### src/rtl/systolic_array_pkg.sv
// systolic_array_pkg: shared sizes, bank-select encodings and read-back FSM states
package systolic_array_pkg;
   localparam int DEF_ARRAY_SIZE = 16;
   localparam int DEF_DATA_WIDTH = 24;
   localparam int DEF_ADDR_WIDTH = 6;
   localparam logic [1:0] SET_A = 2'd0;
   localparam logic [1:0] SET_C = 2'd1;
   localparam logic [1:0] SET_B = 2'd2;
   typedef enum logic [1:0] {ST_IDLE, ST_READ, ST_DRAIN} state_t;
endpackage

### src/rtl/skid_fifo2.sv
// skid_fifo2: 2-entry valid/ready buffer with occupancy count, head entry registered on the output
module skid_fifo2 #(
   parameter int WIDTH = 8
) (
   input  logic             clk,
   input  logic             srst,
   input  logic             in_valid,
   input  logic [WIDTH-1:0] in_data,
   output logic             in_ready,
   output logic             out_valid,
   input  logic             out_ready,
   output logic [WIDTH-1:0] out_data,
   output logic [1:0]       count
);
   logic [WIDTH-1:0] e0_q, e1_q;
   logic [1:0]       cnt_q, cnt_d;
   logic             push, pop;
   assign out_valid = cnt_q != 2'd0;
   assign in_ready  = (cnt_q != 2'd2) || out_ready;
   assign push      = in_valid && in_ready;
   assign pop       = out_valid && out_ready;
   assign cnt_d     = cnt_q + {1'b0, push} - {1'b0, pop};
   assign out_data  = e0_q;
   assign count     = cnt_q;
   // head refills from the second entry or directly from the input; second entry takes the input when it is the tail
   always_ff @(posedge clk) begin
      if (srst) begin
         e0_q  <= '0;
         e1_q  <= '0;
         cnt_q <= '0;
      end else begin
         if ((cnt_q == 2'd0 && push) || (pop && (cnt_q == 2'd2 || push)))
            e0_q <= (cnt_q == 2'd2) ? e1_q : in_data;
         if (push && ((cnt_q == 2'd1 && !pop) || (cnt_q == 2'd2 && pop)))
            e1_q <= in_data;
         cnt_q <= cnt_d;
      end
   end
endmodule

### src/rtl/sram_read_back.sv
// sram_read_back: streams rows 0..num_rows-1 of one SRAM bank out with lanes restored to natural order
module sram_read_back
   import systolic_array_pkg::*;
#(
   parameter int ARRAY_SIZE = DEF_ARRAY_SIZE,
   parameter int DATA_WIDTH = DEF_DATA_WIDTH,
   parameter int ADDR_WIDTH = DEF_ADDR_WIDTH
) (
   input  logic                             clk,
   input  logic                             srst,
   input  logic                             start,
   input  logic [1:0]                       data_set,
   input  logic [ADDR_WIDTH-1:0]            num_rows,
   output logic [ADDR_WIDTH-1:0]            sram_raddr_a,
   output logic [ADDR_WIDTH-1:0]            sram_raddr_b,
   output logic [ADDR_WIDTH-1:0]            sram_raddr_c,
   input  logic [ARRAY_SIZE*DATA_WIDTH-1:0] sram_rdata_a,
   input  logic [ARRAY_SIZE*DATA_WIDTH-1:0] sram_rdata_b,
   input  logic [ARRAY_SIZE*DATA_WIDTH-1:0] sram_rdata_c,
   output logic                             out_valid,
   input  logic                             out_ready,
   output logic [ARRAY_SIZE*DATA_WIDTH-1:0] out_data,
   output logic                             out_last,
   output logic                             busy,
   output logic                             done
);
   localparam int W = ARRAY_SIZE * DATA_WIDTH;
   state_t                state_q;
   logic [1:0]            set_q;
   logic [ADDR_WIDTH-1:0] n_q, cnt_q, raddr_a_q, raddr_b_q, raddr_c_q;
   logic                  s1_q, s2_q, s2_d, done_q;
   logic                  push, pop, more, adv, last_in, accept, f_in_ready, f_valid;
   logic [1:0]            f_count;
   logic [2:0]            f_count_d;
   logic [W:0]            f_data;
   logic [W-1:0]          rdata_sel;
   // s1_q: the address register holds a freshly issued row; s2_q: rdata holds a row not yet captured.
   // A held address keeps re-reading the same row, so a pending row survives stalls without extra storage.
   assign rdata_sel = (set_q == SET_A) ? sram_rdata_a : (set_q == SET_C) ? sram_rdata_c : sram_rdata_b;
   assign more      = cnt_q != n_q;
   assign last_in   = !s1_q && !more;
   assign push      = s2_q && f_in_ready;
   assign pop       = f_valid && out_ready;
   assign f_count_d = {1'b0, f_count} + {2'b0, push} - {2'b0, pop};
   assign s2_d      = s1_q || (s2_q && !push);
   assign adv       = (state_q == ST_READ) && more && (!s2_d || f_count_d < 3'd2);
   assign accept    = start && (data_set != 2'd3) && (num_rows != '0);
   skid_fifo2 #(.WIDTH(W + 1)) u_fifo (
      .clk      (clk),
      .srst     (srst),
      .in_valid (s2_q),
      .in_data  ({last_in, rdata_sel}),
      .in_ready (f_in_ready),
      .out_valid(f_valid),
      .out_ready(out_ready),
      .out_data (f_data),
      .count    (f_count)
   );
   for (genvar i = 0; i < ARRAY_SIZE; i++) begin : g_rev
      assign out_data[i*DATA_WIDTH +: DATA_WIDTH] = f_data[(ARRAY_SIZE-1-i)*DATA_WIDTH +: DATA_WIDTH];
   end
   assign out_valid    = f_valid;
   assign out_last     = f_data[W];
   assign busy         = state_q != ST_IDLE;
   assign done         = done_q;
   assign sram_raddr_a = raddr_a_q;
   assign sram_raddr_b = raddr_b_q;
   assign sram_raddr_c = raddr_c_q;
   // request FSM, address issue into the latched bank and read-pipeline tracking
   always_ff @(posedge clk) begin
      if (srst) begin
         state_q   <= ST_IDLE;
         set_q     <= '0;
         n_q       <= '0;
         cnt_q     <= '0;
         s1_q      <= 1'b0;
         s2_q      <= 1'b0;
         raddr_a_q <= '0;
         raddr_b_q <= '0;
         raddr_c_q <= '0;
         done_q    <= 1'b0;
      end else begin
         s1_q   <= adv;
         s2_q   <= s2_d;
         done_q <= 1'b0;
         if (adv) begin
            cnt_q     <= cnt_q + ADDR_WIDTH'(1);
            raddr_a_q <= (set_q == SET_A) ? cnt_q : raddr_a_q;
            raddr_b_q <= (set_q == SET_B) ? cnt_q : raddr_b_q;
            raddr_c_q <= (set_q == SET_C) ? cnt_q : raddr_c_q;
         end
         case (state_q)
            ST_IDLE: if (accept) begin
               state_q   <= ST_READ;
               set_q     <= data_set;
               n_q       <= num_rows;
               cnt_q     <= ADDR_WIDTH'(1);
               s1_q      <= 1'b1;
               raddr_a_q <= '0;
               raddr_b_q <= '0;
               raddr_c_q <= '0;
            end
            ST_READ: if (!more) state_q <= ST_DRAIN;
            ST_DRAIN: if (pop && f_data[W]) begin
               state_q <= ST_IDLE;
               done_q  <= 1'b1;
            end
            default: state_q <= ST_IDLE;
         endcase
      end
   end
endmodule

### config.mk
export PLATFORM = sky130hd
export DESIGN_NAME = sram_read_back
export DESIGN_NICKNAME = d
export VERILOG_FILES = /design/src/rtl/systolic_array_pkg.sv /design/src/rtl/skid_fifo2.sv /design/src/rtl/sram_read_back.sv
export SDC_FILE = /design/constraint.sdc
export NUM_CORES = 2
export LEC_CHECK = 0
export CAP_MARGIN = 30
export CORE_AREA = 2 2 609 611
export DETAILED_ROUTE_END_ITERATION = 10
export DIE_AREA = 0 0 611 613
export HOLD_SLACK_MARGIN = 0.03
export PLACE_DENSITY = 0.3
export SLEW_MARGIN = 40
export SYNTH_ARGS = -nofsm -noshare
export SYNTH_HDL_FRONTEND = slang
export SYNTH_SLANG_ARGS = --single-unit
### constraint.sdc
create_clock -name clk -period 3.76 [get_ports clk]
set_clock_uncertainty 0.15 [all_clocks]
set_input_delay 0.376 -clock clk [delete_from_list [all_inputs] [get_ports clk]]
set_output_delay 0.376 -clock clk [all_outputs]
set_load 0.02 [all_outputs]
### Word level (Yosys, flattened, before mapping)

Cells that the tools add are included.

* logic and storage cells: 91
* bits of input ports: 1164
* bits in registers: 809

* bitwise logic cells: 1
* reductions and logical operators: 34
* equality and inequality tests: 12
* $lt $le $gt $ge: 1
* $add $sub $neg: 5
* mux-type cells: 25

Operators with widths (number)
* 384-bit 2-to-1 mux: 2
* 385-bit 2-to-1 mux: 1
* 6-bit 2-to-1 mux: 15
* 1-bit logical AND: 14
* 2-bit != test, second input constant: 5
* 6-bit by 1-bit adder with 6-bit output, second input constant: 1
* 2-bit by 1-bit equality test with 1-bit output, second input constant: 3
* 2-bit equality test, second input constant: 3
* 2-bit zero test: 3
* 1-bit logical OR: 6
* 2-bit 2-to-1 mux: 3
* 6-bit != test: 1
* 2-bit case mux with 3 select lines: 1
* 6-bit nonzero test: 1
* 1-bit zero test: 5
* 2-bit nonzero test: 2
* 2-bit by 1-bit adder with 3-bit output: 1
* 3-bit by 2-bit less-than comparator with 1-bit output, second input constant: 1
* 1-bit 2-to-1 mux: 3
* 3-bit AND reduction: 1
* 3-bit by 1-bit subtractor with 3-bit output: 1
* 2-bit by 1-bit adder with 2-bit output: 1
* 2-bit AND reduction: 1
* 2-bit OR reduction: 1
* other kinds (2): 2

### Longest topological paths before layout

* depth after elaboration: 12
* mapped depth: 14
* gate-level depth less buffers: 11

### By module

Synthesis repeated with hierarchy kept, for this count alone.

* cells, all modules: 4944
* area total of the unflattened synthesis: 47387.9 µm²

By module, submodules not included
* skid_fifo2: times used 1, area an instance 37790.0 µm², cells an instance 3488
* sram_read_back: times used 1, area an instance 9598.0 µm², cells an instance 1456

### Least setup slack after synthesis

No wires, ideal clock.

* kind: flip-flop to flip-flop
* start point: register u_fifo.cnt_q[1], in the netlist u_fifo.count[1]
* end point: register raddr_a_q[4], in the netlist sram_raddr_a[4]
* cell stages (with the launch flop): 15
* period minus slack after synthesis: 3.036 ns
* arrival: 2.753 ns
* library setup time: 0.132 ns
* setup slack: 0.724 ns
* required time: 3.478 ns
* path through: dfxtp_1 > nor2b_1 > buf_2 > and2_1 > inv_1 > o21ai_0 > ha_1 > fa_1 > xnor2_1 > o22a_2 > a211o_1 > buf_4 > buf_4 > o31ai_1 > a21oi_1

* word-level cells in the longest chain between the ends: 12
* elaborated cells between the ends (all ways): 17
* those cells by class: add/sub: 2; order compare: 1; eq/ne: 1; mux: 3; reduce/logical: 10

Ends and longest elaborated chain
* from (decl): line skid_fifo2.sv:16 `logic [1:0] cnt_q, cnt_d;`
* from (signal assigned): line skid_fifo2.sv:36 `cnt_q <= cnt_d;`
* branches (longest 7 deep; another with 2-bit by 1-bit adder with 3-bit output)
* 1-bit logical OR *: line sram_read_back.sv:46 `assign adv = (state_q == ST_READ) && more && (!s2_d || f_count_d < 3'd2);`
* 1-bit logical AND *: line sram_read_back.sv:46
* 6-bit 2-to-1 mux *: line sram_read_back.sv:86 `if (adv) begin`
* 6-bit 2-to-1 mux: line sram_read_back.sv:93 `ST_IDLE: if (accept) begin`
* 6-bit 2-to-1 mux *: line sram_read_back.sv:92 `case (state_q)`
* to (signal assigned): line sram_read_back.sv:88 `raddr_a_q <= (set_q == SET_A) ? cnt_q : raddr_a_q;`
* to (decl): line sram_read_back.sv:30 `logic [ADDR_WIDTH-1:0] n_q, cnt_q, raddr_a_q, raddr_b_q, raddr_c_q;`

Mark *: on every way between the ends.
A chain may end at the register's enable or synchronous reset.

### Worst setup path in the final report

* start point: register u_fifo.cnt_q[1], in the netlist u_fifo.count[1]
* end point: register u_fifo.e0_q[27], in the netlist u_fifo.out_data[27]

* word-level cells in the longest chain between the ends: 6
* elaborated cells between the ends (all ways): 12
* those cells by class: eq/ne: 2; mux: 1; reduce/logical: 9

Ends and longest elaborated chain
* 2-bit != test: line skid_fifo2.sv:19 `assign in_ready = (cnt_q != 2'd2) || out_ready;`
* 1-bit logical OR: line skid_fifo2.sv:19
* 1-bit logical AND: line skid_fifo2.sv:20 `assign push = in_valid && in_ready;`
* 1-bit logical OR: line skid_fifo2.sv:32 `if ((cnt_q == 2'd0 && push) || (pop && (cnt_q == 2'd2 || push)))`
* 1-bit logical AND: line skid_fifo2.sv:32
* 1-bit logical OR: line skid_fifo2.sv:32
* to (signal assigned): line skid_fifo2.sv:33 `e0_q <= (cnt_q == 2'd2) ? e1_q : in_data;`
* to (decl): line skid_fifo2.sv:15 `logic [WIDTH-1:0] e0_q, e1_q;`

Parallel ways exist; a longest one is shown, timed or not.

==> flow_summary.yaml <==
synth:
  synth_area_leaders: "dfxtp_1, nand2_1, mux2i_1"
  yosysMostFrequentCell: "nand2_1"
  synth_ff_type: "dfxtp_1"
  synth_edf_count: 0
  async_reset_ff_share_pct: 0
  synth_cell_types: 43
  yosysSeqAreaShare_pct: 41.53
  synth_top_area_cell: "dfxtp_1"
  syn_nets: 6453
  synth_area_per_cell_um2: 7.377
  yosysWarnings: 0
  netlist_area_um2: 38990
  yosys-top-cells-count: "nand2_1, dfxtp_1, a21oi_1, nor2_1, mux2i_1"
  netlist_instances: 5286
  synth-seq-cells: 809
  synth_top_area_share_pct: 41.53
place:
  gp_congestion: 0.9027
  dp_cells: 11340
  post-place-ws_ps: 349.3
  hpwl_um: 260600
  io_buffers: 1569
  place_area_um2: 60210
final_layout:
  layoutNonFillerInstCount: 11610
  synthToLayoutAreaGrowth_pct: 64.71
  fin_area_um2: 64230
  drive_gt1_share_pct: 4.621
  final_util_pct: 17.47
  nNetsFinal: 7823
sta:
  hold_viol: 0
  period_share_pct: 86.88
  maxSlewViolCount: 0
  setup_viol: 0
  slew_headroom_pct: 40.63
  hold_slack_ps: 123.1
  rsz0062_at_grt: "no"
  fmax_mhz: 306.1
  finalWorstSetupSlack_ps: 493.4
  tns_ps: 0
  min_period_ps: 3267
  timing_worst_slew_pin_value_ps: 890.5
floorplan:
  ioPinCount: 1570
  die_h_um: 613
  die-area_um2: 374500
  die_w_um: 611
  rows: 223
  core_um2: 367700
  start_util_pct: 10.60
global_route:
  antenna_found_initial: 207
  gr-usage-all-layers_pct: 16.54
  grt_pass1_wl_um: 419900
  grt_max_degree: 114
  grt.overflow.total: 0
  grt_pass1_vias: 42930
worst_setup_path:
  cp.arrival_ps: 3840
  crit_slowest_cell: "dfxtp_1"
  cp_num_buf_inv: 4
  cp_max_fo: 88
  criticalPathCategory: "register to register"
  reg2reg_slack_ps: 490
  cp_cell_sequence: "nor2b_4 > buf_12 > buf_16 > buf_12 > buf_16 > nand2_1 > a311oi_1"
  rr_startpoint: "u_fifo.count[1]"
  cp.depth: 7
  cp-end-kind: "register"
  worst_setup_path_start_kind: "register"
  crit_required_ps: 4330
  slowest_delay_ps: 470
  r2r-end: "u_fifo.out_data[27]"
  cp_top_family: "buffers and inverters"
  r2r_cells: 7
route:
  route.detailed.drc: 0
  drtPass1Iterations: 7
  dr.first_iter.drc_count: 3127
  avgViaCountPerCell: 3.851
  routedWlPerCell_um: 27.98
  drtAntennaViolNets: 0
  num_vias: 44700
  routed_wl_um: 324800
power:
  power_mw: 27.35
  p_per_area_nw_per_um2: 425.8
  p_leak_nw: 20.41
  netSwitchingFraction_pct: 33.01
  switchingPower_mw: 9.027
  seqPwrFrac_pct: 34.9
  p_int_mw: 18.32
  clkPwrFrac_pct: 38.8
  p_comb_share_pct: 26.4
  max-vdd-ir-drop_mv: 0.3068
clocking:
  cts_max_level: 3
  clk_pin_slew_worst_paths_ps: 60
  cts_tree: "done"
  numCtsBuffers: 114
  cts_resized: 0
  cts_root_buf: "clkbuf_16"
  clk_latency_ps: 860
  clock-sinks: 809
  clk_path_buf_depth: 4
status:
  status: "finished clean"
min_path:
  hold_class: "input port to register"
  hold_start: "sram_rdata_b[361]"
  min_to: "u_fifo.e1_q[361]"
  hold_depth: 5
job:
  max_cap_viol_count: 0
## sequential cells by signal, indices dropped and copies added (netlist names), 2 cells and up
name,count
set_q,2
cnt_q,6
u_fifo.count,2
sram_raddr_b,6
sram_raddr_c,6
u_fifo.e1_q,385
n_q,6
sram_raddr_a,6
u_fifo.out_data,385
state_q,2
## how the worst max path moves through the flow
stage | start | to | slack (ps)
2_1_floorplan | u_fifo.count[1] | sram_raddr_a[4] | 720
3_3_place_gp | out_ready | sram_raddr_a[5] | 250
3_5_place_dp | out_ready | sram_raddr_b[1] | 350
4_1_cts | u_fifo.count[1] | u_fifo.out_data[111] | 500
5_1_grt | u_fifo.count[1] | sram_raddr_b[2] | 300
6_report | u_fifo.count[1] | u_fifo.out_data[27] | 490
## final cells by class
| type | count | area (µm²) |
|---|---|---|
| diodes | 42 | 105.1 |
| inverters | 6 | 22.52 |
| flip-flops and latches | 809 | 16200 |
| repair buffers | 1736 | 17640 |
| multi-input cells | 3989 | 20720 |
| clock buffers | 168 | 3276 |
| clock inverters | 22 | 212.7 |
| well taps | 4837 | 6052 |
| fillers | 41420 | 303500 |
## placed cells by master (no fill, tap or decap), types with 5 or more instances in the layout
| cell | n |
|---|---|
| a21oi_1 | 401 |
| a311oi_1 | 384 |
| buf_12 | 42 |
| buf_16 | 5 |
| buf_2 | 11 |
| buf_4 | 79 |
| clkbuf_1 | 32 |
| clkbuf_16 | 114 |
| clkbuf_8 | 22 |
| clkdlybuf4s50_1 | 1557 |
| clkinv_2 | 15 |
| dfxtp_1 | 807 |
| diode_2 | 42 |
| dlygate4sd3_1 | 40 |
| inv_1 | 6 |
| mux2i_1 | 399 |
| nand2_1 | 1938 |
| nand3_1 | 15 |
| nor2_1 | 400 |
| o21ai_0 | 395 |
| o31ai_1 | 6 |
| xor2_1 | 6 |
## kinds of logic (layout without fill, tap and decap cells)
kind of cell	count (synthesis)	after routing	share of synthesized area (%)
flops	809	809	41.53
xor+xnor	8	8	0.1797
fa+ha+maj	3	3	0.1155
simple gates	2380	2380	23.18
mux	399	399	10.24
compound gates	1199	1199	19.32
buf+inv	488	1932	5.432
other cells	0	42	0
## worst min-delay path, stage by stage
cell             delay, ps
clkdlybuf4s50_1        400
nand2_1                 60
o21ai_0                100
nand2_1                 90
a21oi_1                 60
## power by group through the flow
stage,Clock (mW),Sequential (mW),Combinational (mW)
after global routing,11.3,9.60,7.73
after floorplan,0,10.2,2.46
after detailed placement,0,9.72,7.31
after global placement,0,9.72,7.27
final,10.6,9.54,7.21
after CTS,11.1,9.54,7.37
## timing repair
action | CTS | global route
setup buffers | 0 | 0
endpoints found under the hold margin | 235 | 0
hold buffers | 40 | 0
## metal layers
metal	wire length [µm]	global-route usage (%)	vias up
met5	841	0	-
met4	8186	3.635	136
met1	134200	19.96	21690
met2	158100	28.88	1586
li1	-	-	20810
met3	23520	4.674	480
Note: power is estimated with default switching activity, not from simulation.
